## src/rtl/ps2_pkg.sv

```systemverilog
// Shared PS/2 definitions: host transmitter state encoding, frame geometry and
// the command bytes used by both the host transmitter and the keyboard receiver.
package ps2_pkg;

    typedef enum logic [2:0] {
        ST_IDLE,
        ST_INHIBIT,
        ST_REQ,
        ST_SEND,
        ST_ACK,
        ST_WAIT_IDLE,
        ST_ERR
    } ps2_tx_state_t;

    // Start + 8 data + parity + stop on the wire.
    localparam int PS2_FRAME_LEN = 11;
    localparam int PS2_TIMER_W   = 21;

    localparam logic [7:0] PS2_CMD_SET_LED = 8'hED;
    localparam logic [7:0] PS2_CMD_ENABLE  = 8'hF4;
    localparam logic [7:0] PS2_CMD_RESET   = 8'hFF;
    localparam logic [7:0] PS2_ACK         = 8'hFA;

    // Bits shifted out after the start bit, LSB first: data, odd parity, stop.
    function automatic logic [PS2_FRAME_LEN-2:0] ps2_tx_frame(input logic [7:0] data);
        return {1'b1, ~^data, data};
    endfunction

endpackage

```

## src/rtl/ps2_line_filter.sv

```systemverilog
// Conditions one asynchronous PS/2 pad: 2-FF synchronizer, a FILTER_LEN-sample
// agreement filter, and a one-cycle pulse on a filtered 1->0 transition.
module ps2_line_filter #(
    parameter int FILTER_LEN = 8
) (
    input  logic clk,
    input  logic rst,
    input  logic raw,
    output logic filtered,
    output logic fall
);

    localparam int CW = $clog2(FILTER_LEN + 1);

    logic          sync_q1;
    logic          sync_q2;
    logic [CW-1:0] cnt;

    always_ff @(posedge clk) begin
        if (rst) begin
            sync_q1  <= 1'b1;
            sync_q2  <= 1'b1;
            filtered <= 1'b1;
            fall     <= 1'b0;
            cnt      <= '0;
        end else begin
            sync_q1 <= raw;
            sync_q2 <= sync_q1;
            fall    <= 1'b0;
            // Any sample that agrees with the current value restarts the run,
            // so a short glitch never accumulates towards a change.
            if (sync_q2 == filtered) begin
                cnt <= '0;
            end else if (cnt == CW'(FILTER_LEN - 1)) begin
                filtered <= sync_q2;
                fall     <= ~sync_q2;
                cnt      <= '0;
            end else begin
                cnt <= cnt + 1'b1;
            end
        end
    end

endmodule

```

## src/rtl/ps2_host_tx.sv

```systemverilog
// Host-to-device PS/2 transmitter: request-to-send, shift out data/parity/stop
// on device clock falls, check the device ACK, report done or error.
module ps2_host_tx
    import ps2_pkg::*;
#(
    parameter int INHIBIT_CYCLES = 12000,
    parameter int START_TIMEOUT  = 1500000,
    parameter int PACKET_TIMEOUT = 200000,
    parameter int FILTER_LEN     = 8
) (
    input  logic       clk,
    input  logic       rst,
    input  logic       tx_start,
    input  logic [7:0] tx_data,
    input  logic       ps2_clk_in,
    input  logic       ps2_data_in,
    output logic       ps2_clk_oe,
    output logic       ps2_data_oe,
    output logic       busy,
    output logic       tx_done,
    output logic       tx_err
);

    // Request handshake: tx_start is a one-cycle strobe that is accepted only
    // while busy is low; busy rises the next cycle and stays high until the
    // cycle in which exactly one of tx_done/tx_err pulses. Requests seen while
    // busy are dropped, never queued.

    localparam int                     FRAME_BITS   = PS2_FRAME_LEN - 1;
    localparam logic [3:0]             LAST_BIT     = 4'(FRAME_BITS - 1);
    localparam logic [PS2_TIMER_W-1:0] INHIBIT_LAST = PS2_TIMER_W'(INHIBIT_CYCLES - 1);
    localparam logic [PS2_TIMER_W-1:0] START_LIM    = PS2_TIMER_W'(START_TIMEOUT);
    localparam logic [PS2_TIMER_W-1:0] PKT_LIM      = PS2_TIMER_W'(PACKET_TIMEOUT);

    ps2_tx_state_t           state;
    logic [FRAME_BITS-1:0]   frame;
    logic [3:0]              bit_cnt;
    logic [PS2_TIMER_W-1:0]  timer;
    logic [PS2_TIMER_W-1:0]  timer_inc;
    logic [PS2_TIMER_W-1:0]  send_limit;
    logic                    clk_filt;
    logic                    clk_fall;
    logic                    data_filt;
    logic                    data_fall_unused;

    ps2_line_filter #(.FILTER_LEN(FILTER_LEN)) u_clk_filter (
        .clk      (clk),
        .rst      (rst),
        .raw      (ps2_clk_in),
        .filtered (clk_filt),
        .fall     (clk_fall)
    );

    ps2_line_filter #(.FILTER_LEN(FILTER_LEN)) u_data_filter (
        .clk      (clk),
        .rst      (rst),
        .raw      (ps2_data_in),
        .filtered (data_filt),
        .fall     (data_fall_unused)
    );

    assign timer_inc  = (&timer) ? timer : timer + 1'b1;
    // Until the device produces its first fall it gets the long start window.
    assign send_limit = (bit_cnt == 4'd0) ? START_LIM : PKT_LIM;

    always_ff @(posedge clk) begin
        if (rst) begin
            state       <= ST_IDLE;
            frame       <= '0;
            bit_cnt     <= '0;
            timer       <= '0;
            ps2_clk_oe  <= 1'b0;
            ps2_data_oe <= 1'b0;
            busy        <= 1'b0;
            tx_done     <= 1'b0;
            tx_err      <= 1'b0;
        end else begin
            tx_done <= 1'b0;
            tx_err  <= 1'b0;
            case (state)
                ST_IDLE: begin
                    ps2_clk_oe  <= 1'b0;
                    ps2_data_oe <= 1'b0;
                    if (tx_start) begin
                        frame      <= ps2_tx_frame(tx_data);
                        bit_cnt    <= '0;
                        timer      <= '0;
                        busy       <= 1'b1;
                        ps2_clk_oe <= 1'b1;
                        state      <= ST_INHIBIT;
                    end
                end
                ST_INHIBIT: begin
                    if (timer >= INHIBIT_LAST) begin
                        ps2_data_oe <= 1'b1;
                        state       <= ST_REQ;
                    end else begin
                        timer <= timer_inc;
                    end
                end
                ST_REQ: begin
                    // Releasing clock with data held low is the start bit.
                    ps2_clk_oe <= 1'b0;
                    timer      <= '0;
                    state      <= ST_SEND;
                end
                ST_SEND: begin
                    if (clk_fall) begin
                        ps2_data_oe <= ~frame[0];
                        frame       <= {1'b0, frame[FRAME_BITS-1:1]};
                        bit_cnt     <= bit_cnt + 1'b1;
                        timer       <= (bit_cnt == 4'd0) ? '0 : timer_inc;
                        if (bit_cnt == LAST_BIT) begin
                            state <= ST_ACK;
                        end
                    end else if (timer >= send_limit) begin
                        ps2_clk_oe  <= 1'b0;
                        ps2_data_oe <= 1'b0;
                        state       <= ST_ERR;
                    end else begin
                        timer <= timer_inc;
                    end
                end
                ST_ACK: begin
                    ps2_data_oe <= 1'b0;
                    if (clk_fall) begin
                        state <= data_filt ? ST_ERR : ST_WAIT_IDLE;
                    end else if (timer >= PKT_LIM) begin
                        state <= ST_ERR;
                    end else begin
                        timer <= timer_inc;
                    end
                end
                ST_WAIT_IDLE: begin
                    if (clk_filt && data_filt) begin
                        tx_done <= 1'b1;
                        busy    <= 1'b0;
                        state   <= ST_IDLE;
                    end else if (timer >= PKT_LIM) begin
                        state <= ST_ERR;
                    end else begin
                        timer <= timer_inc;
                    end
                end
                ST_ERR: begin
                    ps2_clk_oe  <= 1'b0;
                    ps2_data_oe <= 1'b0;
                    tx_err      <= 1'b1;
                    busy        <= 1'b0;
                    state       <= ST_IDLE;
                end
                default: begin
                    ps2_clk_oe  <= 1'b0;
                    ps2_data_oe <= 1'b0;
                    busy        <= 1'b0;
                    state       <= ST_IDLE;
                end
            endcase
        end
    end

endmodule

```

## config.mk

```make
export PLATFORM = sky130hd
export DESIGN_NAME = ps2_host_tx
export DESIGN_NICKNAME = d
export VERILOG_FILES = /design/src/rtl/ps2_pkg.sv /design/src/rtl/ps2_line_filter.sv /design/src/rtl/ps2_host_tx.sv
export SDC_FILE = /design/constraint.sdc
export NUM_CORES = 1
export LEC_CHECK = 0
export ABC_AREA = 1
export BUFFER_PORTS_ARGS = -buffer_cell sky130_fd_sc_hd__buf_2
export CELL_PAD_IN_SITES_DETAIL_PLACEMENT = 2
export CELL_PAD_IN_SITES_GLOBAL_PLACEMENT = 2
export CORE_MARGIN = 2
export CORE_UTILIZATION = 23
export CTS_CLUSTER_DIAMETER = 40
export CTS_CLUSTER_SIZE = 10
export DETAILED_ROUTE_END_ITERATION = 7
export PLACE_DENSITY = 0.61
export SLEW_MARGIN = 20
export SYNTH_ARGS = -nofsm -noshare
export SYNTH_HDL_FRONTEND = slang
export SYNTH_SLANG_ARGS = --single-unit
export TNS_END_PERCENT = 100
```

## constraint.sdc

```tcl
create_clock -name clk -period 3.25 [get_ports clk]
set_input_delay 0.8125 -clock clk [delete_from_list [all_inputs] [get_ports clk]]
set_output_delay 0.8125 -clock clk [all_outputs]
set_load 0.005 [all_outputs]
```

==> results.json <==
{
  "gp_congestion": 0.8226,
  "grt_pass1_wl_um": 23100,
  "max_slew_margin_pct": 56.59,
  "period_share_pct": 84.55,
  "io_pins": 18,
  "cts-root-buf": "clkbuf_16",
  "path_class": "reg -> reg",
  "route.vias.total": 3995,
  "rsz0062_at_grt": "false",
  "via_per_inst": 4.756,
  "leakage_uw": 0.001846,
  "cts_resized": 0,
  "synth_warnings": 0,
  "fin_crit_ns": 2.748,
  "min_path_type": "reg -> reg",
  "crit_top_cell": "nand2_1",
  "arrival_ns": 2.98,
  "required_ns": 3.48,
  "cap_violations": 0,
  "clk_latency_ns": 0.34,
  "num-fill-cells": 2095,
  "hold_path_end": "u_clk_filter.sync_q2",
  "path_clk_slew_ns": 0.06,
  "cts_setup_buffers": 0,
  "ant_nets": 0,
  "finalHoldViolCount": 0,
  "setup-tns-final_ns": 0,
  "num-nets-final": 640,
  "grt_overflow_total": 0,
  "cts_sinks": 58,
  "start_util_pct": 23.39,
  "netlist_instances": 596,
  "ir_worst_vdd_mv": 0.2950,
  "drive_above_1_share_pct": 16.91,
  "crit_path_end_kind": "register",
  "syn-num-nets": 626,
  "postSynthAreaPerCell_um2": 6.741,
  "clock_path_buffers": 2,
  "wl_per_cell_um": 16.35,
  "dieWidth_um": 136.2,
  "skew_ns": 0.006663,
  "status": "finished clean",
  "drt-total-wl_um": 13730,
  "slowest_delay_ns": 0.37,
  "timing.rr.start": "bit_cnt[0]",
  "final_cell_mix": "nand2_1, nor2_1, dfxtp_1",
  "crit_slowest_cell": "dfxtp_1",
  "crit_chain": "inv_1 > ha_1 > nand3_1 > inv_1 > ha_1 > a21oi_1 > nand2_1 > a21oi_1 > nand3_2 > nand2_2 > nand2_2 > nor2_8 > nand2_1 > nand2_1 > nor2_1",
  "yosys-top-cells-area": "dfxtp_1, nand2_1, nor2_1",
  "dp.cells": 824,
  "cts_max_level": 3,
  "fin_cells": 840,
  "crit_path_max_fanout": 19,
  "io_buffers": 17,
  "synth_cell_types": 43,
  "ctsHoldBuffers": 0,
  "r2r_setup_slack_ns": 0.50,
  "min_from": "u_clk_filter.sync_q1",
  "dp_hpwl_um": 10550,
  "grt_max_degree": 34,
  "ys_seq_area_share_pct": 28.90,
  "firstDrtPassIters": 4,
  "die_y_um": 136.2,
  "finalSetupViolations": 0,
  "drv_slew": 0,
  "cp-start-kind": "register",
  "coreArea_um2": 17180,
  "grt_pass1_vias": 4395,
  "cts_tree": "done",
  "drc": 0,
  "final_common_cell": "nand2_1",
  "seq_area_um2": 1161,
  "clock.fmax_mhz": 363.9,
  "synth_area_leader_cell": "dfxtp_1",
  "synth_seq_cells": 58,
  "first_iter_violations": 111,
  "diodes": 0,
  "antenna_found_initial": 0,
  "multi_input_area_um2": 2491,
  "power_density_nw_per_um2": 606.8,
  "worstMarginPinSlew_ns": 0.6495,
  "reg2reg_to": "timer[12]",
  "min_delay_path_depth": 1,
  "syn_area_um2": 4018,
  "cts-buffers-inserted": 9,
  "area_delta_synth_final_pct": 14.45,
  "fp-row-count": 48,
  "die_area_um2": 18540,
  "worstRegToRegCells": 15,
  "synth_top_area_share_pct": 28.90,
  "grtUsageTotal_pct": 16.12
}
[report_power, final]
group / leakage (uW) / internal [uW] / switching (uW) / total [uW]
Combinational: 0.00123 / 278 / 632 / 910
Sequential: 0.000473 / 803 / 102 / 905
Clock: 0.000141 / 613 / 362 / 975
Total: 0.00185 / 1690 / 1100 / 2790
[metal layers]
metal / up-vias / routed length (um) / track usage, %
li1: 1969 / - / -
met1: 1965 / 6335 / 19.31
met2: 48 / 6860 / 29.01
met3: 13 / 315 / 2.834
met4: 0 / 218 / 5.208
met5: - / 0 / 0
[worst max-delay path: cells and delay by family (launching register included)]
family,cells,cell delay (ns)
adders and majority gates,2,0.55
and+or+nand+nor,9,1.12
DFF,1,0.37
AOI/OAI and AO/OA,2,0.34
buffers and inverters,2,0.24
[Yosys cell counts, drive strengths merged]
library cell	instances
o41ai	1
inv	61
nor4	1
nand2	173
dfxtp	58
nand4	18
a311oi	3
buf	12
a211oi	3
nand3	37
a21oi	40
o21bai	2
a31oi	5
o31ai	1
nor3b	1
o211ai	5
ha	17
o21ai	25
clkinv	2
clkbuf	7
or2	5
a21boi	1
nor3	14
xor2	12
xnor2	9
nand3b	1
nor2	82
[worst max path at each step]
| stage | startpoint | to | slack [ns] |
|---|---|---|---|
| after floorplan | bit_cnt[0] | timer[10] | 0.72 |
| after global placement | bit_cnt[0] | timer[3] | 0.66 |
| after detailed placement | bit_cnt[0] | timer[18] | 0.50 |
| after CTS | bit_cnt[0] | timer[18] | 0.47 |
| after global routing | bit_cnt[0] | timer[12] | 0.21 |
| final | bit_cnt[0] | timer[12] | 0.50 |
[stage by stage]
stage	setup slack, ns	hold WS, ns	util [%]	instance area (um2)	power (uW)
final	0.5022	0.4115	26.77	4598	2790
after global routing	0.2129	0.4363	26.77	4598	3015
after CTS	0.4713	0.4156	26.77	4598	2851
after detailed placement	0.5003	0.4018	24.99	4293	1842
after global placement	0.6578	0.3934	24.99	4293	1807
after floorplan	0.7218	0.3895	-	4018	1569
[area by class of cell]
class	count	area share (%)
clock buffer	10	5.197
timing repair buffer	22	2.667
tap	225	6.122
clock inverter	6	1.442
inverter	63	5.143
sequential	58	25.25
multi-input combinational	456	54.18
[kinds of logic (layout without fill, tap and decap cells)]
logic type,Yosys count,after routing,synth area share (%)
AOI/OAI and AO/OA,86,86,13.58
xor gates and xnor gates,21,21,4.578
adders and majority gates,17,17,5.294
buffers and inverters,82,101,9.094
DFF,58,58,28.90
and+or+nand+nor,332,332,38.56
[registers in the layout (all words and copies together) (netlist names), 3 cells and up]
| name | count |
|---|---|
| u_clk_filter.cnt | 4 |
| u_data_filter.cnt | 4 |
| timer | 21 |
| bit_cnt | 4 |
| state | 3 |
| frame | 10 |
Power figures use the tool's default switching activity.
